==> config.mk <==
export PLATFORM = sky130hd
export DESIGN_NAME = clk_out_gen_multi
export DESIGN_NICKNAME = d
export VERILOG_FILES = /design/src/rtl/clk_out_gen_pkg.sv /design/src/rtl/clk_out_ch.sv /design/src/rtl/clk_out_gen_multi.sv
export SDC_FILE = /design/constraint.sdc
export NUM_CORES = 2
export LEC_CHECK = 0
export CAP_MARGIN = 30
export CORE_MARGIN = 2
export CORE_UTILIZATION = 42
export DETAILED_ROUTE_END_ITERATION = 8
export RECOVER_POWER = 100
export SYNTH_ARGS = -nofsm -noshare
export SYNTH_HDL_FRONTEND = slang
export SYNTH_SLANG_ARGS = --single-unit
==> constraint.sdc <==
create_clock -name sys_clk -period 6.5 [get_ports sys_clk]
set_input_delay 1.3 -clock sys_clk [delete_from_list [all_inputs] [get_ports sys_clk]]
set_output_delay 1.3 -clock sys_clk [all_outputs]
set_load 0.005 [all_outputs]
==> src/rtl/clk_out_gen_pkg.sv <==
// Shared types and constants for the multi-channel clock-forwarding generator.
//   state_t  : lock FSM states
//   MIN_DIV  : smallest legal divide ratio
//   LOSS_W   : width of the saturating lock-loss counter
package clk_out_gen_pkg;

    typedef enum logic [1:0] {
        WAIT_LOCK = 2'd0,
        SETTLE    = 2'd1,
        RUN       = 2'd2
    } state_t;

    localparam int unsigned MIN_DIV = 2;
    localparam int unsigned LOSS_W  = 8;

endpackage

==> src/rtl/clk_out_ch.sv <==
// One divided-clock channel: active/shadow config, pending flag, period
// counter and registered clock output.
// Ports:
//   clk, rst_n            clock, synchronous active-low reset
//   active                FSM in RUN with lock present
//   start                 first active cycle after (re)entering RUN
//   sync                  realign request (already qualified with active)
//   wr_act, wr_shadow     config write strobes (direct / deferred)
//   wdiv, wphase, wen     config write data
//   clk_out               registered divided clock
//   pend                  shadow config waiting for a period boundary
module clk_out_ch
    import clk_out_gen_pkg::*;
#(
    parameter int unsigned DIV_W   = 16,
    parameter int unsigned DEF_DIV = 8
) (
    input  logic             clk,
    input  logic             rst_n,
    input  logic             active,
    input  logic             start,
    input  logic             sync,
    input  logic             wr_act,
    input  logic             wr_shadow,
    input  logic [DIV_W-1:0] wdiv,
    input  logic [DIV_W-1:0] wphase,
    input  logic             wen,
    output logic             clk_out,
    output logic             pend
);

    logic [DIV_W-1:0] div_act, phase_act, div_sh, phase_sh, cnt;
    logic             en_act, en_sh;

    logic [DIV_W-1:0] div_eff, phase_eff, high_eff, high_act, load, cnt_wrap;
    logic             en_eff, apply;

    // Effective config: a pending shadow takes over whenever config is applied
    always_comb begin
        div_eff   = pend ? div_sh   : div_act;
        phase_eff = pend ? phase_sh : phase_act;
        en_eff    = pend ? en_sh    : en_act;
        high_eff  = div_eff - (div_eff >> 1);
        high_act  = div_act - (div_act >> 1);
        load      = (phase_eff >= div_eff) ? '0 : phase_eff;
        cnt_wrap  = (cnt == div_act - DIV_W'(1)) ? '0 : cnt + DIV_W'(1);
        // Last cycle of a period is always low, so switching here cannot glitch
        apply     = start || (pend && ((cnt == div_act - DIV_W'(1)) || !en_act));
    end

    always_ff @(posedge clk) begin
        if (!rst_n) begin
            div_act   <= DIV_W'(DEF_DIV);
            phase_act <= '0;
            en_act    <= 1'b0;
            div_sh    <= DIV_W'(DEF_DIV);
            phase_sh  <= '0;
            en_sh     <= 1'b0;
            pend      <= 1'b0;
            cnt       <= '0;
            clk_out   <= 1'b0;
        end else if (!active) begin
            // Outside RUN: outputs parked low, writes go straight to act
            cnt     <= '0;
            clk_out <= 1'b0;
            pend    <= 1'b0;
            if (wr_act) begin
                div_act   <= wdiv;
                phase_act <= wphase;
                en_act    <= wen;
            end else if (pend) begin
                div_act   <= div_sh;
                phase_act <= phase_sh;
                en_act    <= en_sh;
            end
        end else begin
            if (sync) begin
                div_act   <= div_eff;
                phase_act <= phase_eff;
                en_act    <= en_eff;
                pend      <= 1'b0;
                cnt       <= en_eff ? load : '0;
                clk_out   <= en_eff && (load < high_eff);
            end else if (apply) begin
                div_act   <= div_eff;
                phase_act <= phase_eff;
                en_act    <= en_eff;
                pend      <= 1'b0;
                cnt       <= '0;
                clk_out   <= en_eff;
            end else if (en_act) begin
                cnt     <= cnt_wrap;
                clk_out <= (cnt_wrap < high_act);
            end else begin
                cnt     <= '0;
                clk_out <= 1'b0;
            end
            // Only possible while pend is low, so it never races an apply
            if (wr_shadow) begin
                div_sh   <= wdiv;
                phase_sh <= wphase;
                en_sh    <= wen;
                pend     <= 1'b1;
            end
        end
    end

endmodule

==> src/rtl/clk_out_gen_multi.sv <==
// Multi-channel clock-forwarding generator: NUM_CH divided clocks from the
// PLL output, gated on a debounced lock, with glitch-free config updates.
// Ports:
//   sys_clk, rst_n        PLL output clock, synchronous active-low reset
//   pll_locked            asynchronous PLL lock (synchronised here)
//   cfg_valid/cfg_ready   config handshake (cfg_ready is combinational)
//   cfg_ch/div/phase/en   config payload
//   sync_start            realign all enabled channels (RUN only)
//   clk_out               registered divided clocks
//   running               FSM in RUN
//   cfg_err               one-cycle pulse on a rejected config
//   lock_loss_cnt         saturating count of lock losses in RUN
module clk_out_gen_multi
    import clk_out_gen_pkg::*;
#(
    parameter int unsigned NUM_CH    = 4,
    parameter int unsigned DIV_W     = 16,
    parameter int unsigned DEF_DIV   = 8,
    parameter int unsigned LOCK_WAIT = 1024
) (
    input  logic              sys_clk,
    input  logic              rst_n,
    input  logic              pll_locked,
    input  logic              cfg_valid,
    output logic              cfg_ready,
    input  logic [3:0]        cfg_ch,
    input  logic [DIV_W-1:0]  cfg_div,
    input  logic [DIV_W-1:0]  cfg_phase,
    input  logic              cfg_en,
    input  logic              sync_start,
    output logic [NUM_CH-1:0] clk_out,
    output logic              running,
    output logic              cfg_err,
    output logic [LOSS_W-1:0] lock_loss_cnt
);

    localparam int unsigned WAIT_W = (LOCK_WAIT > 1) ? $clog2(LOCK_WAIT) : 1;
    localparam logic [WAIT_W-1:0] WAIT_LAST = WAIT_W'(LOCK_WAIT - 1);

    state_t             state;
    logic               lk_meta, lk, run_q;
    logic [WAIT_W-1:0]  wait_cnt;
    logic [NUM_CH-1:0]  sel, pend;
    logic               active, start, sync, ch_ok, div_ok, xfer, good;

    // Channel decode and handshake
    always_comb begin
        sel = '0;
        for (int i = 0; i < NUM_CH; i++) begin
            sel[i] = (cfg_ch == 4'(i));
        end
        ch_ok     = |sel;
        div_ok    = (cfg_div >= DIV_W'(MIN_DIV));
        cfg_ready = ~|(sel & pend);
        xfer      = cfg_valid && cfg_ready;
        good      = xfer && ch_ok && div_ok;
        active    = (state == RUN) && lk;
        start     = active && !run_q;
        sync      = sync_start && active;
    end

    // Lock synchroniser, lock FSM, error pulse and loss counter
    always_ff @(posedge sys_clk) begin
        if (!rst_n) begin
            lk_meta       <= 1'b0;
            lk            <= 1'b0;
            run_q         <= 1'b0;
            state         <= WAIT_LOCK;
            wait_cnt      <= '0;
            running       <= 1'b0;
            cfg_err       <= 1'b0;
            lock_loss_cnt <= '0;
        end else begin
            lk_meta <= pll_locked;
            lk      <= lk_meta;
            run_q   <= active;
            cfg_err <= xfer && !(ch_ok && div_ok);
            case (state)
                WAIT_LOCK: begin
                    wait_cnt <= '0;
                    if (lk) state <= SETTLE;
                end
                SETTLE: begin
                    if (!lk) begin
                        state <= WAIT_LOCK;
                    end else if (wait_cnt == WAIT_LAST) begin
                        state   <= RUN;
                        running <= 1'b1;
                    end else begin
                        wait_cnt <= wait_cnt + WAIT_W'(1);
                    end
                end
                RUN: begin
                    if (!lk) begin
                        state   <= WAIT_LOCK;
                        running <= 1'b0;
                        if (lock_loss_cnt != '1) lock_loss_cnt <= lock_loss_cnt + LOSS_W'(1);
                    end
                end
                default: begin
                    state   <= WAIT_LOCK;
                    running <= 1'b0;
                end
            endcase
        end
    end

    for (genvar g = 0; g < NUM_CH; g++) begin : g_ch
        clk_out_ch #(
            .DIV_W   (DIV_W),
            .DEF_DIV (DEF_DIV)
        ) u_ch (
            .clk       (sys_clk),
            .rst_n     (rst_n),
            .active    (active),
            .start     (start),
            .sync      (sync),
            .wr_act    (good && sel[g] && !active),
            .wr_shadow (good && sel[g] && active),
            .wdiv      (cfg_div),
            .wphase    (cfg_phase),
            .wen       (cfg_en),
            .clk_out   (clk_out[g]),
            .pend      (pend[g])
        );
    end

endmodule
==> impl_metrics.ini <==
[detailed_routing]
viasPerCell = 5.362
ant_nets = 0
drt-total-wl_microns = 83650
drt_drc_violations_left = 0
vias = 24840
routedWlPerCell_microns = 18.06
drt_first_pass_iters = 6
drt-initial-drc-count = 1613

[synth]
synth.top_cells.by_count = 374 x sky130_fd_sc_hd__ha_1, 361 x sky130_fd_sc_hd__dfxtp_1, 331 x sky130_fd_sc_hd__mux2i_1
synth.top_cell.area_share = 0.2402
syn_area_per_cell_sq_um = 8.173
ys_types = 83
cell_area_after_synthesis_sq_um = 30090
syn-instance-count = 3682
seq_area_frac_synth = 0.2402
yosys_warnings = 0
synth_edf_count = 0
yosys-top-cells-area = sky130_fd_sc_hd__dfxtp_1 24%, sky130_fd_sc_hd__ha_1 16%, sky130_fd_sc_hd__mux2i_1 11%
netlist.top_cell.by_area = sky130_fd_sc_hd__dfxtp_1
synthMostInstantiatedCell = sky130_fd_sc_hd__ha_1
postSynth.asyncResetShare = 0
yosys_register_bits = 361
ys.flop_type = sky130_fd_sc_hd__dfxtp_1
synth_nets = 4106

[worst_setup_path]
r2r_slack_ns = 1.00
worst-endpoint-required_ns = 6.99
critPathSlowestCell = sky130_fd_sc_hd__clkbuf_1
crit-reg2reg-capture = g_ch[1].u_ch.clk_out
startpoint_type = primary input
worst_r2r_path_depth = 22
crit_arrival_ns = 6.31
critical_path.reg2reg.startpoint = g_ch[1].u_ch.pend
critPathMaxFanout = 93
crit_path_cell_trace = clkbuf_1 > nand3_2 > buf_4 > inv_1 > nand2_1 > a2111oi_0 > nand4_1 > o311ai_0
worstSetupEndpointType = register
cpPeakStageDelay_ns = 2.61
critical_path_class = in -> reg

[global_route]
grt.total_usage = 0.2222
grt_pass1_vias = 23530
gr-total-overflow = 0
grt_max_degree = 254
grt_antenna_before_repair = 4
grt_pass1_wl_microns = 131400

[cts]
clk_transition_reported_paths_ns = 0.06
cts_max_level = 2
clk_root_buffer_cell = sky130_fd_sc_hd__clkbuf_16
tritoncts = built
clock-sinks = 361
clk-insertion-delay-late_ns = 0.60
number_of_buffers_inserted_during_clock_tree_synthesis = 41
cts-resized-gates = 0
postCtsSetupBuffers = 0
max-clock-path-buffers = 3
holdBufCountCts = 0

[floorplanning]
start_util = 0.4224
die-area_sq_um = 73810
die_height_microns = 271.7
rows = 98
core_area_sq_um = 71240
pin_count = 57
horizontal_die_dimension_microns = 271.7

[flow_run]
drv_cap = 2

[pwr]
cellLeakagePower_uw = 0.01402
power-per-cell-area_nw_per_um2 = 167.0
largest_voltage_drop_on_the_vdd_net_mv = 0.1811

[layout]
num-fill-cells = 6970
post-route-cell-area_sq_um = 32860
layout-area-overhead-vs-synth_pct = 9.193
ff_latch_area_sq_um = 7231
area_occupied_by_multi_input_gates_sq_um = 21090
final_util = 0.4612
nNetsFinal = 4078
layout-drive-gt1-share = 0.04210
antenna-diode-count = 0

[sta]
report.final.hold_viol_count = 0
period_needed_ns = 5.819
final.setup.tns_ns = 0
relSlewSlack = -1.538
clock_skew_ns = 0.02738
final_min_period_over_clock_period = 0.8952
timing.final.setup_violations = 0
max_freq_mhz = 171.9
final_max_slew_viol_count = 139
worst-slew-pin-transition_ns = 3.808
rsz0062_at_grt = false

[outcome]
failed_checks = capacitance limit, slew limit
outcome = finished with violations

[placed_design]
postPlaceCellArea_sq_um = 31620
post-dp-hpwl_microns = 62110
port_buffers = 56
gp_weighted_congestion = 0.8945

[worst_hold_path]
critical_hold_path_startpoint = lk_meta
worstHoldPathType = reg -> reg
hold_end = lk
holdPathStages = 1
## worst max-delay path: cells and delay by family
family | cells | cell delay, ns
buffers and inverters | 3 | 3.60
AND/OR/NAND/NOR | 3 | 0.73
AO/OA/AOI/OAI | 2 | 0.64
## cell families (layout without fill, tap and decap cells)
group                      count (synthesis)  count (layout)  synth area share
and+or+nand+nor                         1191            1191            0.1934
xor gates and xnor gates                 278             278           0.08137
AOI/OAI and AO/OA                        677             677            0.1518
buffers and inverters                    459             459           0.06083
adders and majority gates                382             382            0.1608
muxes                                    334             334            0.1116
DFF                                      361             361            0.2402
## stage by stage
stage	power, uW	instances	setup slack, ns	hold slack (ns)
2_1_floorplan	2988	3682	1.385	0.4119
3_3_place_gp	3240	4556	1.293	0.4333
3_5_place_dp	3245	4559	1.184	0.4191
4_1_cts	5532	4630	1.139	0.4512
5_1_grt	5736	4632	0.3287	0.4578
6_report	5487	4632	0.6811	0.4464
## report_power, final
| group | switching [uW] | internal [uW] | total [uW] | leakage [uW] |
|---|---|---|---|---|
| clock | 992 | 1290 | 2280 | 0.000632 |
| sequential | 21.2 | 2230 | 2250 | 0.00291 |
| combinational | 556 | 402 | 958 | 0.0105 |
## routing by layer
metal	vias to the layer above	wire [microns]	global-route usage
li1	12760	-	-
met1	11520	40020	0.3041
met2	439	37180	0.3583
met3	103	4556	0.04520
met4	8	1771	0.04902
met5	-	116	0.007702
## placed cells by master (no fill, tap or decap), types with 103 or more instances in the layout
cell type	count
sky130_fd_sc_hd__dfxtp_1	358
sky130_fd_sc_hd__a21oi_1	129
sky130_fd_sc_hd__o21ai_0	153
sky130_fd_sc_hd__xnor2_1	141
sky130_fd_sc_hd__nor2b_1	196
sky130_fd_sc_hd__xor2_1	136
sky130_fd_sc_hd__nand3_1	103
sky130_fd_sc_hd__ha_1	374
sky130_fd_sc_hd__nor2_1	319
sky130_fd_sc_hd__nand2_1	300
sky130_fd_sc_hd__mux2i_1	331
sky130_fd_sc_hd__inv_1	272
## how the worst max path moves through the flow
stage	start	to	slack [ns]
6_report	rst_n	g_ch[1].u_ch.clk_out	0.68
5_1_grt	rst_n	g_ch[1].u_ch.clk_out	0.33
4_1_cts	g_ch[1].u_ch.pend	g_ch[1].u_ch.clk_out	1.14
3_5_place_dp	g_ch[1].u_ch.pend	g_ch[1].u_ch.clk_out	1.18
3_3_place_gp	g_ch[1].u_ch.pend	g_ch[1].u_ch.clk_out	1.29
2_1_floorplan	g_ch[1].u_ch.pend	g_ch[1].u_ch.clk_out	1.38
## layout make-up
cell class	count	area share
clock buffer	58	0.03530
clock inverter	13	0.003503
multi-input combinational	2862	0.6419
tap	950	0.03617
sequential	361	0.2201
timing repair buffer	116	0.03202
inverter	272	0.03107
## registers in the layout (all words and copies together) (netlist names), 8 cells and up
| register | cells |
|---|---|
| g_ch.u_ch.div_sh | 64 |
| g_ch.u_ch.phase_act | 64 |
| wait_cnt | 10 |
| g_ch.u_ch.div_act | 64 |
| g_ch.u_ch.phase_sh | 64 |
| lock_loss_cnt | 8 |
| g_ch.u_ch.cnt | 64 |
Power figures use the tool's default switching activity.
